[src/rtl/sqrtlog_pkg.sv]
// -----------------------------------------------------------------------------
// sqrtlog_pkg
//   Shared definitions for the SQRTLOG arithmetic units.
//   - EXP2_M / EXP2_N / EXP2_G : default integer, fraction and guard widths
//     of the exp2_iter antilog unit.
//   - exp2_state_t            : exp2_iter FSM state encoding.
//   - exp2_const(i)           : constant ROM C[i] = round(2^(2^-i) * 2^(N+G)).
// -----------------------------------------------------------------------------
package sqrtlog_pkg;

    localparam int EXP2_M = 10;
    localparam int EXP2_N = 10;
    localparam int EXP2_G = 4;

    typedef enum logic [2:0] {
        INIT  = 3'd0,
        WAIT  = 3'd1,
        SPLIT = 3'd2,
        STEP  = 3'd3,
        MUL   = 3'd4,
        ROUND = 3'd5,
        SHIFT = 3'd6,
        SEND  = 3'd7
    } exp2_state_t;

    // C[i] scaled by 2^(N+G) with N+G = 14. Index 0 and anything past N
    // return 1.0 so a stray index cannot corrupt the accumulator.
    function automatic logic [31:0] exp2_const(input int i);
        logic [31:0] c;
        case (i)
            32'sd1:  c = 32'd23170;
            32'sd2:  c = 32'd19484;
            32'sd3:  c = 32'd17867;
            32'sd4:  c = 32'd17109;
            32'sd5:  c = 32'd16743;
            32'sd6:  c = 32'd16562;
            32'sd7:  c = 32'd16473;
            32'sd8:  c = 32'd16428;
            32'sd9:  c = 32'd16406;
            32'sd10: c = 32'd16395;
            default: c = 32'd16384;
        endcase
        return c;
    endfunction

endpackage

[src/rtl/shift_add_mul.sv]
// -----------------------------------------------------------------------------
// shift_add_mul
//   Sequential unsigned shift-and-add multiplier, one multiplier bit per
//   cycle. start loads the operands; done pulses for one cycle W cycles
//   later (W+1 cycles including the start cycle), with p valid from then on
//   until the next start.
//   Ports: clock, reset (sync, active-high), start, a[W-1:0], b[W-1:0],
//          done, p[2W-1:0].
// -----------------------------------------------------------------------------
module shift_add_mul #(
    parameter int W = 15
) (
    input  logic           clock,
    input  logic           reset,
    input  logic           start,
    input  logic [W-1:0]   a,
    input  logic [W-1:0]   b,
    output logic           done,
    output logic [2*W-1:0] p
);

    localparam int CW = $clog2(W + 1);
    localparam logic [CW-1:0] CNT_LAST = CW'(W - 1);

    logic [2*W-1:0] mcand_r;
    logic [2*W-1:0] p_r;
    logic [W-1:0]   mplier_r;
    logic [CW-1:0]  cnt_r;
    logic           busy_r;
    logic           done_r;

    // Operand load, then one conditional add per multiplier bit, LSB first.
    always_ff @(posedge clock) begin
        if (reset) begin
            mcand_r  <= {(2*W){1'b0}};
            p_r      <= {(2*W){1'b0}};
            mplier_r <= {W{1'b0}};
            cnt_r    <= {CW{1'b0}};
            busy_r   <= 1'b0;
            done_r   <= 1'b0;
        end else if (start) begin
            mcand_r  <= {{W{1'b0}}, a};
            p_r      <= {(2*W){1'b0}};
            mplier_r <= b;
            cnt_r    <= {CW{1'b0}};
            busy_r   <= 1'b1;
            done_r   <= 1'b0;
        end else if (busy_r) begin
            if (mplier_r[0]) begin
                p_r <= p_r + mcand_r;
            end
            mcand_r  <= mcand_r << 1;
            mplier_r <= mplier_r >> 1;
            cnt_r    <= cnt_r + CW'(1);
            if (cnt_r == CNT_LAST) begin
                busy_r <= 1'b0;
                done_r <= 1'b1;
            end
        end else begin
            done_r <= 1'b0;
        end
    end

    assign done = done_r;
    assign p    = p_r;

endmodule

[src/rtl/exp2_iter.sv]
// -----------------------------------------------------------------------------
// exp2_iter
//   Iterative fixed-point antilog: expNumber = 2^number.
//   number is split into a signed integer part ip and an N-bit fraction fr.
//   2^fr is built as a product of ROM constants 2^(2^-i), one multiply per
//   set fraction bit, then scaled by 2^ip through a barrel shifter with
//   saturation on overflow.
//   Ports:
//     clock, reset          clock; synchronous active-high reset
//     number[M+N:0]         signed input, N fraction bits
//     iValid / iReady       input handshake (iReady high only when idle)
//     expNumber[M+N-1:0]    unsigned result, N fraction bits
//     ovf                   result saturated to all ones
//     oValid / oReady       output handshake; result held while oValid
// -----------------------------------------------------------------------------
module exp2_iter
    import sqrtlog_pkg::*;
#(
    parameter int M = EXP2_M,
    parameter int N = EXP2_N,
    parameter int G = EXP2_G
) (
    input  logic             clock,
    input  logic             reset,
    input  logic [M+N:0]     number,
    input  logic             iValid,
    output logic             iReady,
    output logic [M+N-1:0]   expNumber,
    output logic             ovf,
    output logic             oValid,
    input  logic             oReady
);

    localparam int AW  = N + G + 2;      // accumulator
    localparam int W   = N + G + 1;      // multiplier operand width
    localparam int IPW = M + 1;          // signed integer part
    localparam int MW  = N + 2;          // rounded mantissa
    localparam int OW  = M + N;          // result
    localparam int PW  = AW + M;         // left-shifted accumulator
    localparam int IW  = $clog2(N + 2);  // fraction bit index 1..N+1

    localparam logic [AW-1:0]        ACC_ONE  = {{(AW-1){1'b0}}, 1'b1} << (N + G);
    localparam logic [AW-1:0]        ACC_HALF = {{(AW-1){1'b0}}, 1'b1} << (G - 1);
    localparam logic [PW-1:0]        PW_HALF  = {{(PW-1){1'b0}}, 1'b1} << (G - 1);
    localparam logic [IW-1:0]        I_LAST   = IW'(N);
    localparam logic [IW-1:0]        I_FIRST  = IW'(1);
    localparam logic signed [IPW-1:0] IP_MAX  = IPW'(M - 1);
    localparam logic [IPW:0]         SH_LIMIT = (IPW + 1)'(MW);

    exp2_state_t            state_r;
    exp2_state_t            state_next_s;

    logic [M+N:0]           num_r;
    logic signed [IPW-1:0]  ip_r;
    logic [N-1:0]           fr_r;
    logic [IW-1:0]          i_r;
    logic [AW-1:0]          acc_r;
    logic [MW-1:0]          mant_r;
    logic [OW-1:0]          exp_r;
    logic                   ovf_r;
    logic                   i_ready_r;
    logic                   o_valid_r;

    logic                   mul_start_s;
    logic                   mul_done_s;
    logic [2*W-1:0]         mul_p_s;
    logic [W-1:0]           mul_b_s;

    logic [IPW:0]           neg_sh_s;
    logic [PW-1:0]          pos_wide_s;
    logic [OW-1:0]          res_s;
    logic                   res_ovf_s;

    assign mul_b_s = W'(exp2_const(int'(i_r)));

    // The accumulator stays below 2.0, so its top bit is never needed by
    // the multiplier.
    shift_add_mul #(
        .W (W)
    ) u_mul (
        .clock (clock),
        .reset (reset),
        .start (mul_start_s),
        .a     (acc_r[W-1:0]),
        .b     (mul_b_s),
        .done  (mul_done_s),
        .p     (mul_p_s)
    );

    // Next-state logic and multiplier start strobe.
    always_comb begin
        state_next_s = state_r;
        mul_start_s  = 1'b0;
        case (state_r)
            INIT:  state_next_s = WAIT;
            WAIT: begin
                if (iValid && i_ready_r) begin
                    state_next_s = SPLIT;
                end else begin
                    state_next_s = WAIT;
                end
            end
            SPLIT: state_next_s = STEP;
            STEP: begin
                if (i_r > I_LAST) begin
                    state_next_s = ROUND;
                end else if (fr_r[N-1]) begin
                    state_next_s = MUL;
                    mul_start_s  = 1'b1;
                end else begin
                    state_next_s = STEP;
                end
            end
            MUL: begin
                if (mul_done_s) begin
                    state_next_s = STEP;
                end else begin
                    state_next_s = MUL;
                end
            end
            ROUND: state_next_s = SHIFT;
            SHIFT: state_next_s = SEND;
            SEND: begin
                if (oReady) begin
                    state_next_s = INIT;
                end else begin
                    state_next_s = SEND;
                end
            end
            default: state_next_s = INIT;
        endcase
    end

    // Barrel shift and saturation. A positive exponent rounds after the
    // shift so the guard bits are not thrown away before being magnified;
    // a negative exponent truncates the rounded mantissa.
    always_comb begin
        neg_sh_s   = {(IPW+1){1'b0}} - {ip_r[IPW-1], ip_r};
        pos_wide_s = ((PW'(acc_r) << $unsigned(ip_r)) + PW_HALF) >> G;
        res_s      = {OW{1'b0}};
        res_ovf_s  = 1'b0;
        if (ip_r[IPW-1]) begin
            if (neg_sh_s >= SH_LIMIT) begin
                res_s = {OW{1'b0}};
            end else begin
                res_s = OW'(mant_r >> neg_sh_s);
            end
        end else if ((ip_r > IP_MAX) || (|pos_wide_s[PW-1:OW])) begin
            res_s     = {OW{1'b1}};
            res_ovf_s = 1'b1;
        end else begin
            res_s = pos_wide_s[OW-1:0];
        end
    end

    // State register and datapath registers.
    always_ff @(posedge clock) begin
        if (reset) begin
            state_r   <= INIT;
            num_r     <= {(M+N+1){1'b0}};
            ip_r      <= {IPW{1'b0}};
            fr_r      <= {N{1'b0}};
            i_r       <= {IW{1'b0}};
            acc_r     <= {AW{1'b0}};
            mant_r    <= {MW{1'b0}};
            exp_r     <= {OW{1'b0}};
            ovf_r     <= 1'b0;
            i_ready_r <= 1'b0;
            o_valid_r <= 1'b0;
        end else begin
            state_r <= state_next_s;
            case (state_r)
                INIT: begin
                    acc_r     <= ACC_ONE;
                    i_r       <= I_FIRST;
                    i_ready_r <= 1'b1;
                    o_valid_r <= 1'b0;
                end
                WAIT: begin
                    if (iValid && i_ready_r) begin
                        num_r     <= number;
                        i_ready_r <= 1'b0;
                    end
                end
                SPLIT: begin
                    ip_r <= num_r[M+N:N];
                    fr_r <= num_r[N-1:0];
                end
                STEP: begin
                    // fr_r shifts left so the bit for step i is always at the top.
                    if ((i_r <= I_LAST) && !fr_r[N-1]) begin
                        i_r  <= i_r + IW'(1);
                        fr_r <= fr_r << 1;
                    end
                end
                MUL: begin
                    if (mul_done_s) begin
                        acc_r <= AW'(mul_p_s >> (N + G));
                        i_r   <= i_r + IW'(1);
                        fr_r  <= fr_r << 1;
                    end
                end
                ROUND: begin
                    mant_r <= MW'((acc_r + ACC_HALF) >> G);
                end
                SHIFT: begin
                    exp_r     <= res_s;
                    ovf_r     <= res_ovf_s;
                    o_valid_r <= 1'b1;
                end
                SEND: begin
                    if (oReady) begin
                        o_valid_r <= 1'b0;
                    end
                end
                default: begin
                    o_valid_r <= 1'b0;
                end
            endcase
        end
    end

    assign iReady    = i_ready_r;
    assign oValid    = o_valid_r;
    assign expNumber = exp_r;
    assign ovf       = ovf_r;

endmodule
[config.mk]
export PLATFORM = sky130hd
export DESIGN_NAME = exp2_iter
export DESIGN_NICKNAME = d
export VERILOG_FILES = /design/src/rtl/sqrtlog_pkg.sv /design/src/rtl/shift_add_mul.sv /design/src/rtl/exp2_iter.sv
export SDC_FILE = /design/constraint.sdc
export NUM_CORES = 1
export LEC_CHECK = 0
export CORE_ASPECT_RATIO = 0.8
export CORE_MARGIN = 10
export CORE_UTILIZATION = 64
export DETAILED_ROUTE_END_ITERATION = 6
export PLACE_DENSITY = 0.83
export SYNTH_ARGS = -nofsm -noshare
export SYNTH_HDL_FRONTEND = slang
export SYNTH_HIERARCHICAL = 1
export SYNTH_SLANG_ARGS = --single-unit
[constraint.sdc]
create_clock -name clock -period 6.66 [get_ports clock]
set_clock_uncertainty 0.2 [all_clocks]
set_input_delay 0.666 -clock clock [delete_from_list [all_inputs] [get_ports clock]]
set_output_delay 0.666 -clock clock [all_outputs]
set_load 0.05 [all_outputs]
==> Flow_metrics.wiki, run 1 <==
{| class="wikitable"
! Metric !! Value
|-
| Vias in the first global route || 10100
|-
| Final hold slack || 0.254 ns
|-
| FF+latch area || 3880 um2
|-
| Latest clock arrival within the worst-skew pair || 0.44 ns
|-
| Antenna violations before repair || 0
|-
| H-Tree Level Count || 4
|-
| Slew of the pin with the lowest slew margin || 1.26 ns
|-
| Count of pins over their slew limit || 0
|-
| Filler cell count || 1484
|-
| Highest Clock Rate || 0.251 GHz
|-
| Most frequently used cell type in the post-synthesis netlist || sky130_fd_sc_hd__dfxtp_1
|-
| Switching share of power || 25.8%
|-
| Most numerous cell types in the synthesized netlist || sky130_fd_sc_hd__dfxtp_1 (194), sky130_fd_sc_hd__nand2_1 (187), sky130_fd_sc_hd__nor2_1 (187), sky130_fd_sc_hd__a21oi_1 (182), sky130_fd_sc_hd__mux2i_1 (93)
|-
| Number of I/O port buffers || 47
|-
| CP delay by family, top || flip-flops
|-
| Utilization after layout || 71.0%
|-
| # diodes || 0
|-
| Routed length per instance || 18.2 um
|-
| Overall fraction of global-route tracks in use || 24.6%
|-
| Instance count of the mapped netlist || 1498
|-
| Number of warnings printed during yosys synthesis || 6
|-
| Status || finished clean
|-
| Cell area after synthesis || 12000 um2
|-
| Number of maximum-capacitance constraint violations || 0
|-
| Post-route total power || 0.00232 W
|-
| Die Wd || 173 um
|-
| Sinks on Clock Net || 194
|-
| Placed instance count || 1704
|-
| I/O pin count || 48
|-
| Floorplan core area || 18300 um2
|-
| Post-route antenna net violation count || 0
|-
| Share of layout cells above drive strength 1 || 7.48%
|-
| Routability congestion estimate from global placement || 1.03
|-
| Seq/Total Area, Yosys || 32.5%
|-
| Relative contribution of the clock network to total power || 43.8%
|-
| Final global-route overflow total || 0
|-
| Critical path's most frequent cell || sky130_fd_sc_hd__inv_1
|-
| Cell at the root of the clock tree || sky130_fd_sc_hd__clkbuf_16
|-
| Most utilized layer in the global route result || met2
|-
| Leading post-synthesis cells by cell area || sky130_fd_sc_hd__dfxtp_1 (32%), sky130_fd_sc_hd__mux2i_1 (7.8%), sky130_fd_sc_hd__a21oi_1 (7.6%), sky130_fd_sc_hd__nand2_1 (5.9%), sky130_fd_sc_hd__nor2_1 (5.9%)
|-
| # rows || 44
|-
| Endpoints failing setup || 0
|-
| Number of DRC violations after detailed-routing iteration 0 || 1331
|-
| Cell accounting for the most synthesized area || sky130_fd_sc_hd__dfxtp_1
|-
| GR met3 Demand/Resource || 3.90%
|-
| Largest fanout on the critical path || 21
|-
| Final standard cell count with taps included and fillers excluded || 1736
|-
| Design internal power || 0.00172 W
|-
| Clock tree from TritonCTS || done
|-
| Peak supply drop || 164 uV
|-
| Final Critical Period || 3.98 ns
|-
| Post-cts sizing count || 0
|-
| Unique cell type count in the Yosys netlist || 95
|-
| Cells along the critical path || buf_4 > inv_1 > ha_1 > xor2_1 > mux4_2 > inv_1 > o21ai_0 > a221oi_1 > a21oi_1
|-
| Critical Path Sink Type || flop
|-
| Detail Placement HPWL || 21900 um
|-
| Area delta synth->final || 8.54%
|-
| Category of the most critical setup path || reg2reg
|-
| CP max stage delay || 0.88 ns
|-
| Length of the first detailed-routing pass in iterations || 6
|-
| Met2 global-route usage || 38.7%
|-
| Overall routed net length || 31600 um
|-
| WP data arrival || 4.07 ns
|-
| Number of hold-repair buffers added at the cts stage || 0
|-
| Via count || 11000
|-
| Syn avg cell area || 7.98 um2
|-
| Buffers inserted by post-CTS timing repair || 0
|-
| Clock-pin slew reported for the worst setup and hold paths after clock tree synthesis || 0.08 ns
|-
| Die Y-Extent || 142 um
|-
| Setup TNS || 0 ns
|-
| Startpoint kind of the worst setup timing path || flop
|-
| Pin count of the biggest net entering global routing || 88
|-
| First-pass GRT wire length || 51200 um
|-
| WP data required || 6.75 ns
|-
| Die footprint || 24600 um2
|-
| Proportion of synthesized flip-flops having asynchronous set or reset || 0%
|-
| Final Hold Vio Count || 0
|-
| Post-detailed-route DRC marker count || 0
|-
| Final worst-path cycle share || 59.8%
|-
| Post-synthesis net count || 1567
|-
| Effective utilization at floorplan || 65.4%
|-
| Relative slew margins || 15.5%
|-
| Number of CTS-inserted buffers || 17
|-
| Fraction of power consumed by sequential logic || 51.2%
|-
| Maximum count of clock buffers along a single path || 2
|-
| Post-synth top flop || sky130_fd_sc_hd__dfxtp_1
|-
| Static Leakage || 4.76 nW
|-
| Synthesized flop and latch total || 194
|-
| Number of buffer and inverter instances along the worst setup path || 3
|-
| Fraction of power consumed by combinational cells || 5.1%
|-
| Via/cell ratio || 6.35
|-
| Number of flops mapped to enable cells by yosys || 0
|-
| Area of combinational cells with multiple inputs || 7500 um2
|-
| Class of the tightest hold or removal check || reg2reg
|-
| Worst-path cell with the longest stage delay || sky130_fd_sc_hd__dfxtp_1
|-
| Switch Pwr || 0.000599 W
|-
| P per Cell Area || 179 nW/um2
|-
| RSZ-0062 raised after global routing || false
|-
| Synth top area share || 32.5%
|-
| Met1 Track Usage GR || 34.6%
|-
| Fin nets || 1539
|}
[worst min-delay path, cell delays in order (launching register included)]
cell	delay [ns]
sky130_fd_sc_hd__dfxtp_1	0.31
sky130_fd_sc_hd__nand2_1	0.05
sky130_fd_sc_hd__a21oi_1	0.05
[through the flow]
stage,cell area (um2),setup WS [ns]
after global placement,12400,3.03
after floorplan,12000,3.46
after detailed placement,12400,2.90
after CTS,13000,2.76
final,13000,2.68
after global routing,13000,2.45
[registers in the layout, summed over array words and instances (netlist names), 3 cells and up]
| register | flops |
|---|---|
| i_r | 4 |
| u_mul/p | 30 |
| ip_r | 11 |
| u_mul/cnt_r | 4 |
| num_r | 21 |
| expNumber | 20 |
| state_r | 3 |
| mant_r | 12 |
| mul_b_s | 13 |
| u_mul/mcand_r | 30 |
| acc_r | 16 |
| fr_r | 10 |
| u_mul/mplier_r | 15 |
[power by group through the flow]
stage	sequential [W]	combinational, W	clock [W]
2_1_floorplan	0.00121	0.0000803	0
3_3_place_gp	0.00121	0.000113	0
3_5_place_dp	0.00121	0.000115	0
4_1_cts	0.00119	0.000116	0.00103
5_1_grt	0.00119	0.000129	0.00107
6_report	0.00119	0.000118	0.00102
[kinds of logic after synthesis]
kind of cell | after synthesis | synth area share [%]
and+or+nand+nor | 572 | 22.1
AOI/OAI and AO/OA | 380 | 20.4
DFF | 194 | 32.5
buffers and inverters | 137 | 4.97
muxes | 123 | 11.9
xor gates and xnor gates | 46 | 3.37
adders and majority gates | 44 | 4.67
other | 2 | 0.0628
[per-layer routing]
layer | up-vias | share of wire (%)
met4 | 0 | 1.1
met1 | 5172 | 45
li1 | 5310 | -
met2 | 494 | 45
met3 | 39 | 8.7
met5 | - | 0
[placed cells by master, fill, tap and decap left out, drive strengths merged, types with 7 or more instances in the layout]
master,n
buf,13
o31ai,7
mux4,14
dfxtp,194
clkdlybuf4s50,46
a31oi,13
o21ai,33
mux2,16
a211oi,26
nand3,48
or3,7
nand4,18
o22ai,9
nor2b,14
a221oi,11
nor2,187
clkinv,10
nand2,188
o211ai,13
a22oi,11
nand2b,11
and2,17
ha,43
a21o,20
nor3,26
a21oi,183
and3,19
inv,35
xnor2,27
xor2,19
mux2i,93
clkbuf,17
[layout make-up]
class / instances / area share, %
multi-input combinational: 1167 / 57.8
sequential: 194 / 29.9
clock inverter: 15 / 1.25
timing repair buffer: 59 / 4.30
inverter: 31 / 0.993
clock buffer: 17 / 3.28
tap: 253 / 2.44
[final timing paths]
kind / slack [ns] / end / cells past startpoint / start
max: 2.68 / expNumber[6] / 9 / ip_r[1]
min: 0.25 / num_r[8] / 2 / num_r[8]
max reg2reg: 2.68 / expNumber[6] / 9 / ip_r[1]
min reg2reg: 0.25 / num_r[8] / 2 / num_r[8]
Note: power is estimated with default switching activity, not from simulation.
==> run 2, diff against run 1 <==
Settings changed: CORE_UTILIZATION 64 to 62, PLACE_DENSITY 0.83 to 0.81.
Clock period 6.66 ns to 3.7 ns, I/O delays scaled along.
==> run 2 against run 1 <==
Effect of this change: largest cell class unchanged; combinational power up 85%; highest routed layer unchanged; first-iteration DRC count down 8.0%; critical endpoint is now expNumber[13]; wire length down 0.18%; final area up 2.3%; critical path depth down 2.
==> Flow_metrics.wiki, run 2 (synthesis gave the netlist of run 1 again) <==
{| class="wikitable"
! Metric !! Value
|-
| Endpoints failing setup || 0 (unchanged)
|-
| Count of pins over their slew limit || 0 (unchanged)
|-
| Vias in the first global route || 10100 (about the same)
|-
| Critical Path Sink Type || flop (unchanged)
|-
| Switching share of power || 26.2% (was 25.8%)
|-
| Cell at the root of the clock tree || sky130_fd_sc_hd__clkbuf_16 (unchanged)
|-
| Latest clock arrival within the worst-skew pair || 0.45 ns (was 0.44 ns)
|-
| Post-cts sizing count || 0 (unchanged)
|-
| Peak supply drop || 291 uV (was 164 uV)
|-
| Overall fraction of global-route tracks in use || 24.6% (about the same)
|-
| Status || finished clean (unchanged)
|-
| Internal reg-to-reg setup slack || 0.19 ns (was 2.68 ns)
|-
| Post-route antenna net violation count || 0 (unchanged)
|-
| Highest Clock Rate || 0.285 GHz (was 0.251 GHz)
|-
| Via count || 11000 (about the same)
|-
| WP data required || 3.84 ns (was 6.75 ns)
|-
| Buffers inserted by post-CTS timing repair || 0 (unchanged)
|-
| H-Tree Level Count || 4 (unchanged)
|-
| Pin count of the biggest net entering global routing || 64 (was 88)
|-
| Post-detailed-route DRC marker count || 0 (unchanged)
|-
| # rows || 45 (was 44)
|-
| Die footprint || 25300 um2 (was 24600 um2)
|-
| First-pass GRT wire length || 51700 um (was 51200 um)
|-
| Number of I/O port buffers || 47 (unchanged)
|-
| Fraction of power consumed by combinational cells || 5.0% (was 5.1%)
|-
| P per Cell Area || 326 nW/um2 (was 179 nW/um2)
|-
| WP data arrival || 3.66 ns (was 4.07 ns)
|-
| Relative contribution of the clock network to total power || 45.7% (was 43.8%)
|-
| Number of maximum-capacitance constraint violations || 0 (unchanged)
|-
| Fin nets || 1571 (was 1539)
|-
| I/O pin count || 48 (unchanged)
|-
| # diodes || 0 (unchanged)
|-
| Effective utilization at floorplan || 63.0% (was 65.4%)
|-
| Final worst-path cycle share || 94.9% (was 59.8%)
|-
| Largest fanout on the critical path || 24 (was 21)
|-
| Fraction of power consumed by sequential logic || 49.3% (was 51.2%)
|-
| Slew of the pin with the lowest slew margin || 1.14 ns (was 1.26 ns)
|-
| Maximum count of clock buffers along a single path || 2 (unchanged)
|-
| Startpoint kind of the worst setup timing path || flop (unchanged)
|-
| Class of the tightest hold or removal check || in2reg (was reg2reg)
|-
| Detail Placement HPWL || 22300 um (was 21900 um)
|-
| Die Y-Extent || 144 um (was 142 um)
|-
| Sinks on Clock Net || 194 (unchanged)
|-
| Via/cell ratio || 6.23 (was 6.35)
|-
| Clock tree from TritonCTS || done (unchanged)
|-
| Final Hold Vio Count || 0 (unchanged)
|-
| Relative slew margins || 23.2% (was 15.5%)
|-
| Routed length per instance || 17.8 um (was 18.2 um)
|-
| Static Leakage || 4.95 nW (was 4.76 nW)
|-
| Routability congestion estimate from global placement || 1.06 (was 1.03)
|-
| Length of the first detailed-routing pass in iterations || 6 (unchanged)
|-
| Setup TNS || 0 ns (unchanged)
|-
| Switch Pwr || 0.00113 W (was 0.000599 W)
|-
| Final Critical Period || 3.51 ns (was 3.98 ns)
|-
| Area delta synth->final || 11.0% (was 8.54%)
|-
| Share of layout cells above drive strength 1 || 9.44% (was 7.48%)
|-
| Commonest cells after routing, fill and taps aside || sky130_fd_sc_hd__dfxtp_1 (193), sky130_fd_sc_hd__nand2_1 (187), sky130_fd_sc_hd__nor2_1 (186) (unchanged)
|-
| Design internal power || 0.00320 W (was 0.00172 W)
|-
| RSZ-0062 raised after global routing || false (unchanged)
|-
| Antenna violations before repair || 0 (unchanged)
|-
| Clock-pin slew reported for the worst setup and hold paths after clock tree synthesis || 0.08 ns (about the same)
|-
| Overall routed net length || 31500 um (was 31600 um)
|-
| Final global-route overflow total || 0 (unchanged)
|-
| Floorplan core area || 19000 um2 (was 18300 um2)
|-
| Die Wd || 175 um (was 173 um)
|-
| Number of DRC violations after detailed-routing iteration 0 || 1225 (was 1331)
|-
| Commonest non-fill, non-tap cell in the layout || sky130_fd_sc_hd__dfxtp_1 (unchanged)
|-
| Number of hold-repair buffers added at the cts stage || 0 (unchanged)
|-
| Number of CTS-inserted buffers || 17 (unchanged)
|-
| Post-route total power || 0.00433 W (was 0.00232 W)
|-
| Category of the most critical setup path || reg2reg (unchanged)
|}
-- run 2: cell types whose count changed in the layout (fill, tap and decap cells not counted) --
cell	change
sky130_fd_sc_hd__buf_4	+32
sky130_fd_sc_hd__clkinv_2	-2
sky130_fd_sc_hd__inv_12	+2
sky130_fd_sc_hd__inv_8	+2
sky130_fd_sc_hd__bufinv_16	+1
sky130_fd_sc_hd__clkinv_4	-1
sky130_fd_sc_hd__clkinvlp_4	-1
sky130_fd_sc_hd__inv_6	-1
-- run 2: cell type report --
class | count | area, um2
Inverter | 31 | 129
Multi-Input combinational cell | 1167 | 7500
Fill cell | 1551 | 5700
Clock inverter | 15 | 213
Tap cell | 258 | 323
Sequential cell | 194 | 3880
Timing Repair Buffer | 91 | 798
Clock buffer | 17 | 425
-- run 2: path summary, 6_finish.rpt --
check | startpoint | to | depth (start not counted)
setup / recovery | ip_r[2] | expNumber[13] | 7
hold / removal | reset | ip_r[10] | 2
setup reg to reg | ip_r[2] | expNumber[13] | 7
hold reg to reg | num_r[0] | num_r[0] | 2
-- run 2: power groups by stage --
stage / logic, W / clock network (W) / registers, W
6_report: 0.000218 / 0.00198 / 0.00214
3_5_place_dp: 0.000214 / 0 / 0.00219
2_1_floorplan: 0.000145 / 0 / 0.00218
5_1_grt: 0.000239 / 0.00208 / 0.00214
4_1_cts: 0.000215 / 0.00200 / 0.00214
3_3_place_gp: 0.000212 / 0 / 0.00218
-- run 2: through the flow --
| stage | hold slack (ns) | area, um2 | instances | util (%) | worst slack, ns |
|---|---|---|---|---|---|
| final | 0.155 | 13300 | 1773 | 70.0 | 0.187 |
| after global routing | 0.172 | 13300 | 1773 | 70.0 | 0.0913 |
| after CTS | 0.148 | 13300 | 1773 | 70.0 | 0.274 |
| after detailed placement | 0.248 | 12600 | 1741 | 66.6 | 0.277 |
| after global placement | 0.240 | 12600 | 1741 | 66.6 | 0.437 |
| after floorplan | 0.232 | 12000 | 1498 | - | 0.498 |
-- run 2: per-layer routing --
metal	share of wire (%)	global-route usage (%)	wire length, um	vias to the layer above
li1	-	-	-	5358
met1	46	34.0	14500	5168
met2	44	38.0	13900	461
met3	8.3	4.90	2630	51
met4	1.6	7.21	493	0
met5	0	0	0	-
-- run 2: critical path, stage by stage (launching register included) --
cell	delay, ns
sky130_fd_sc_hd__dfxtp_1	0.97
sky130_fd_sc_hd__mux4_2	0.38
sky130_fd_sc_hd__mux2_2	0.22
sky130_fd_sc_hd__a2bb2oi_1	0.42
sky130_fd_sc_hd__nand2_1	0.12
sky130_fd_sc_hd__or3_1	0.50
sky130_fd_sc_hd__o311a_1	0.37
sky130_fd_sc_hd__a211o_1	0.22
==> run 3, diff against run 2 <==
Settings changed: CORE_UTILIZATION 62 to 51, PLACE_DENSITY 0.81 to 0.69, TNS_END_PERCENT set to 10.
==> run 3 against run 2 <==
Effect of this change: global-route usage shrank 3.6 points; first-iteration DRC count shrank 30%; total power fell by 1.8%; register-to-register slack gained 0.15 ns; highest routed layer unchanged.
==> Flow_metrics.wiki, run 3 (synthesis gave the netlist of run 1 again) <==
{| class="wikitable"
! Metric !! Value
|-
| Status || finished clean (unchanged)
|-
| Post-cts sizing count || 0 (unchanged)
|-
| Count of pins over their slew limit || 0 (unchanged)
|-
| Overall routed net length || 31300 um (was 31500 um)
|-
| Startpoint kind of the worst setup timing path || flop (unchanged)
|-
| Latest clock arrival within the worst-skew pair || 0.44 ns (was 0.45 ns)
|-
| Critical Path Sink Type || flop (unchanged)
|-
| Routability congestion estimate from global placement || 1.02 (was 1.06)
|-
| First-pass GRT wire length || 52300 um (was 51700 um)
|-
| P per Cell Area || 319 nW/um2 (was 326 nW/um2)
|-
| Die Wd || 191 um (was 175 um)
|-
| Category of the most critical setup path || reg2reg (unchanged)
|-
| Fin nets || 1573 (was 1571)
|-
| Cell at the root of the clock tree || sky130_fd_sc_hd__clkbuf_16 (unchanged)
|-
| Antenna violations before repair || 0 (unchanged)
|-
| Relative slew margins || 40.3% (was 23.2%)
|-
| Relative contribution of the clock network to total power || 44.7% (was 45.7%)
|-
| Cells along the critical path || mux4_2 > mux2_2 > a2bb2oi_1 > nand2_1 > or3_1 > o31a_1 > a211o_1 (was mux4_2 > mux2_2 > a2bb2oi_1 > nand2_1 > or3_1 > o311a_1 > a211o_1)
|-
| CP delay by family, top || compound AO/OA/AOI/OAI gates (unchanged)
|-
| Clock tree from TritonCTS || done (unchanged)
|-
| Peak supply drop || 309 uV (was 291 uV)
|-
| # diodes || 0 (unchanged)
|-
| Final worst-path cycle share || 90.9% (was 94.9%)
|-
| Final Hold Vio Count || 0 (unchanged)
|-
| # rows || 50 (was 45)
|-
| Switching share of power || 24.3% (was 26.2%)
|-
| Overall fraction of global-route tracks in use || 21.0% (was 24.6%)
|-
| Utilization after layout || 57.4% (was 70.0%)
|-
| Buffers inserted by post-CTS timing repair || 0 (unchanged)
|-
| FF+latch area || 3890 um2 (was 3880 um2)
|-
| Commonest non-fill, non-tap cell in the layout || sky130_fd_sc_hd__dfxtp_1 (unchanged)
|-
| Final Critical Period || 3.36 ns (was 3.51 ns)
|-
| Pin count of the biggest net entering global routing || 64 (unchanged)
|-
| Die Y-Extent || 157 um (was 144 um)
|-
| H-Tree Level Count || 4 (unchanged)
|-
| Static Leakage || 4.94 nW (was 4.95 nW)
|-
| Design internal power || 0.00322 W (was 0.00320 W)
|-
| Number of DRC violations after detailed-routing iteration 0 || 860 (was 1225)
|-
| Via count || 10900 (was 11000)
|-
| Vias in the first global route || 10000 (was 10100)
|-
| Fraction of power consumed by sequential logic || 50.3% (was 49.3%)
|-
| Switch Pwr || 0.00103 W (was 0.00113 W)
|-
| Post-detailed-route DRC marker count || 0 (unchanged)
|-
| Area of combinational cells with multiple inputs || 7500 um2 (unchanged)
|-
| Highest Clock Rate || 0.297 GHz (was 0.285 GHz)
|-
| Post-route antenna net violation count || 0 (unchanged)
|-
| WP data arrival || 3.50 ns (was 3.66 ns)
|-
| RSZ-0062 raised after global routing || false (unchanged)
|-
| Sinks on Clock Net || 194 (unchanged)
|-
| Class of the tightest hold or removal check || in2reg (unchanged)
|-
| Die footprint || 30000 um2 (was 25300 um2)
|-
| Number of I/O port buffers || 47 (unchanged)
|-
| WP data required || 3.83 ns (was 3.84 ns)
|-
| CP max stage delay || 0.90 ns (was 0.97 ns)
|-
| Length of the first detailed-routing pass in iterations || 5 (was 6)
|-
| Commonest cells after routing, fill and taps aside || sky130_fd_sc_hd__dfxtp_1 (192), sky130_fd_sc_hd__nand2_1 (187), sky130_fd_sc_hd__nor2_1 (186) (was sky130_fd_sc_hd__dfxtp_1 (193), sky130_fd_sc_hd__nand2_1 (187), sky130_fd_sc_hd__nor2_1 (186))
|-
| Routed length per instance || 17.1 um (was 17.8 um)
|-
| Fraction of power consumed by combinational cells || 5.1% (was 5.0%)
|-
| Post-route total power || 0.00425 W (was 0.00433 W)
|-
| Number of maximum-capacitance constraint violations || 0 (unchanged)
|-
| Detail Placement HPWL || 22700 um (was 22300 um)
|-
| Number of hold-repair buffers added at the cts stage || 0 (unchanged)
|-
| Final global-route overflow total || 0 (unchanged)
|-
| Endpoints failing setup || 0 (unchanged)
|-
| Share of layout cells above drive strength 1 || 9.49% (was 9.44%)
|-
| Floorplan core area || 23200 um2 (was 19000 um2)
|-
| Filler cell count || 2210 (was 1551)
|-
| Setup TNS || 0 ns (unchanged)
|-
| Number of CTS-inserted buffers || 17 (unchanged)
|-
| Maximum count of clock buffers along a single path || 2 (unchanged)
|-
| Slew of the pin with the lowest slew margin || 0.894 ns (was 1.14 ns)
|-
| Via/cell ratio || 5.93 (was 6.23)
|-
| Clock-pin slew reported for the worst setup and hold paths after clock tree synthesis || 0.08 ns (about the same)
|-
| Number of buffer and inverter instances along the worst setup path || 0 (unchanged)
|-
| Effective utilization at floorplan || 51.5% (was 63.0%)
|-
| I/O pin count || 48 (unchanged)
|-
| Worst-path cell with the longest stage delay || sky130_fd_sc_hd__dfxtp_1 (unchanged)
|-
| Area delta synth->final || 11.4% (was 11.0%)
|-
| Largest fanout on the critical path || 21 (was 24)
|}
[run 3: cell count changes in the layout (fill, tap and decap cells not counted)]
cell	before	now
sky130_fd_sc_hd__buf_4	45	47
sky130_fd_sc_hd__clkinvlp_4	0	1
sky130_fd_sc_hd__clkinv_4	1	4
sky130_fd_sc_hd__inv_6	1	3
sky130_fd_sc_hd__bufinv_16	1	2
sky130_fd_sc_hd__clkbuf_1	0	2
sky130_fd_sc_hd__dfxtp_2	1	2
sky130_fd_sc_hd__inv_12	2	0
sky130_fd_sc_hd__inv_8	6	1
sky130_fd_sc_hd__clkinv_8	5	3
sky130_fd_sc_hd__dfxtp_1	193	192
[run 3: final timing paths]
check                  endpoint  slack [ns]    start  cells past startpoint
setup / recovery  expNumber[14]        0.34  ip_r[2]                      7
hold / removal          ip_r[4]        0.19    reset                      2
setup reg to reg  expNumber[14]        0.34  ip_r[2]                      7
hold reg to reg             ovf        0.25      ovf                      2
[run 3: cell type report]
class                           count  share of cell area (%)
Timing Repair Buffer               93                    6.10
Clock buffer                       19                    3.25
Tap cell                          312                    2.93
Multi-Input combinational cell   1167                    56.3
Sequential cell                   194                    29.2
Clock inverter                     13                    1.30
Inverter                           31                   0.967
[run 3: power by group through the flow]
stage,Clock (W),Sequential [W],Combinational [W]
finish,0.00190,0.00214,0.000216
global route,0.00202,0.00214,0.000241
CTS,0.00193,0.00214,0.000216
detailed placement,0,0.00219,0.000215
global placement,0,0.00219,0.000213
floorplan,0,0.00218,0.000145
[run 3: worst register-to-register path: stages (launching register included)]
cell                        delay, ns
sky130_fd_sc_hd__dfxtp_1         0.90
sky130_fd_sc_hd__mux4_2          0.37
sky130_fd_sc_hd__mux2_2          0.22
sky130_fd_sc_hd__a2bb2oi_1       0.37
sky130_fd_sc_hd__nand2_1         0.12
sky130_fd_sc_hd__or3_1           0.49
sky130_fd_sc_hd__o31a_1          0.32
sky130_fd_sc_hd__a211o_1         0.26
[run 3: metrics by stage]
step / worst slack (ns) / cell area [um2] / cells / hold slack (ns)
6_report: 0.336 / 13300 / 1829 / 0.192
2_1_floorplan: 0.498 / 12000 / 1498 / 0.232
5_1_grt: 0.144 / 13300 / 1829 / 0.211
4_1_cts: 0.376 / 13300 / 1829 / 0.180
3_3_place_gp: 0.457 / 12700 / 1797 / 0.241
3_5_place_dp: 0.376 / 12700 / 1797 / 0.250
[run 3: metal layers]
metal  track usage (%)  vias to the layer above  routed length [um]
li1                  -                     5378                   -
met1              30.0                     5125               15000
met3              4.07                       27                1990
met2              31.6                      325               13900
met4              5.01                        0                 371
met5                 0                        -                   0
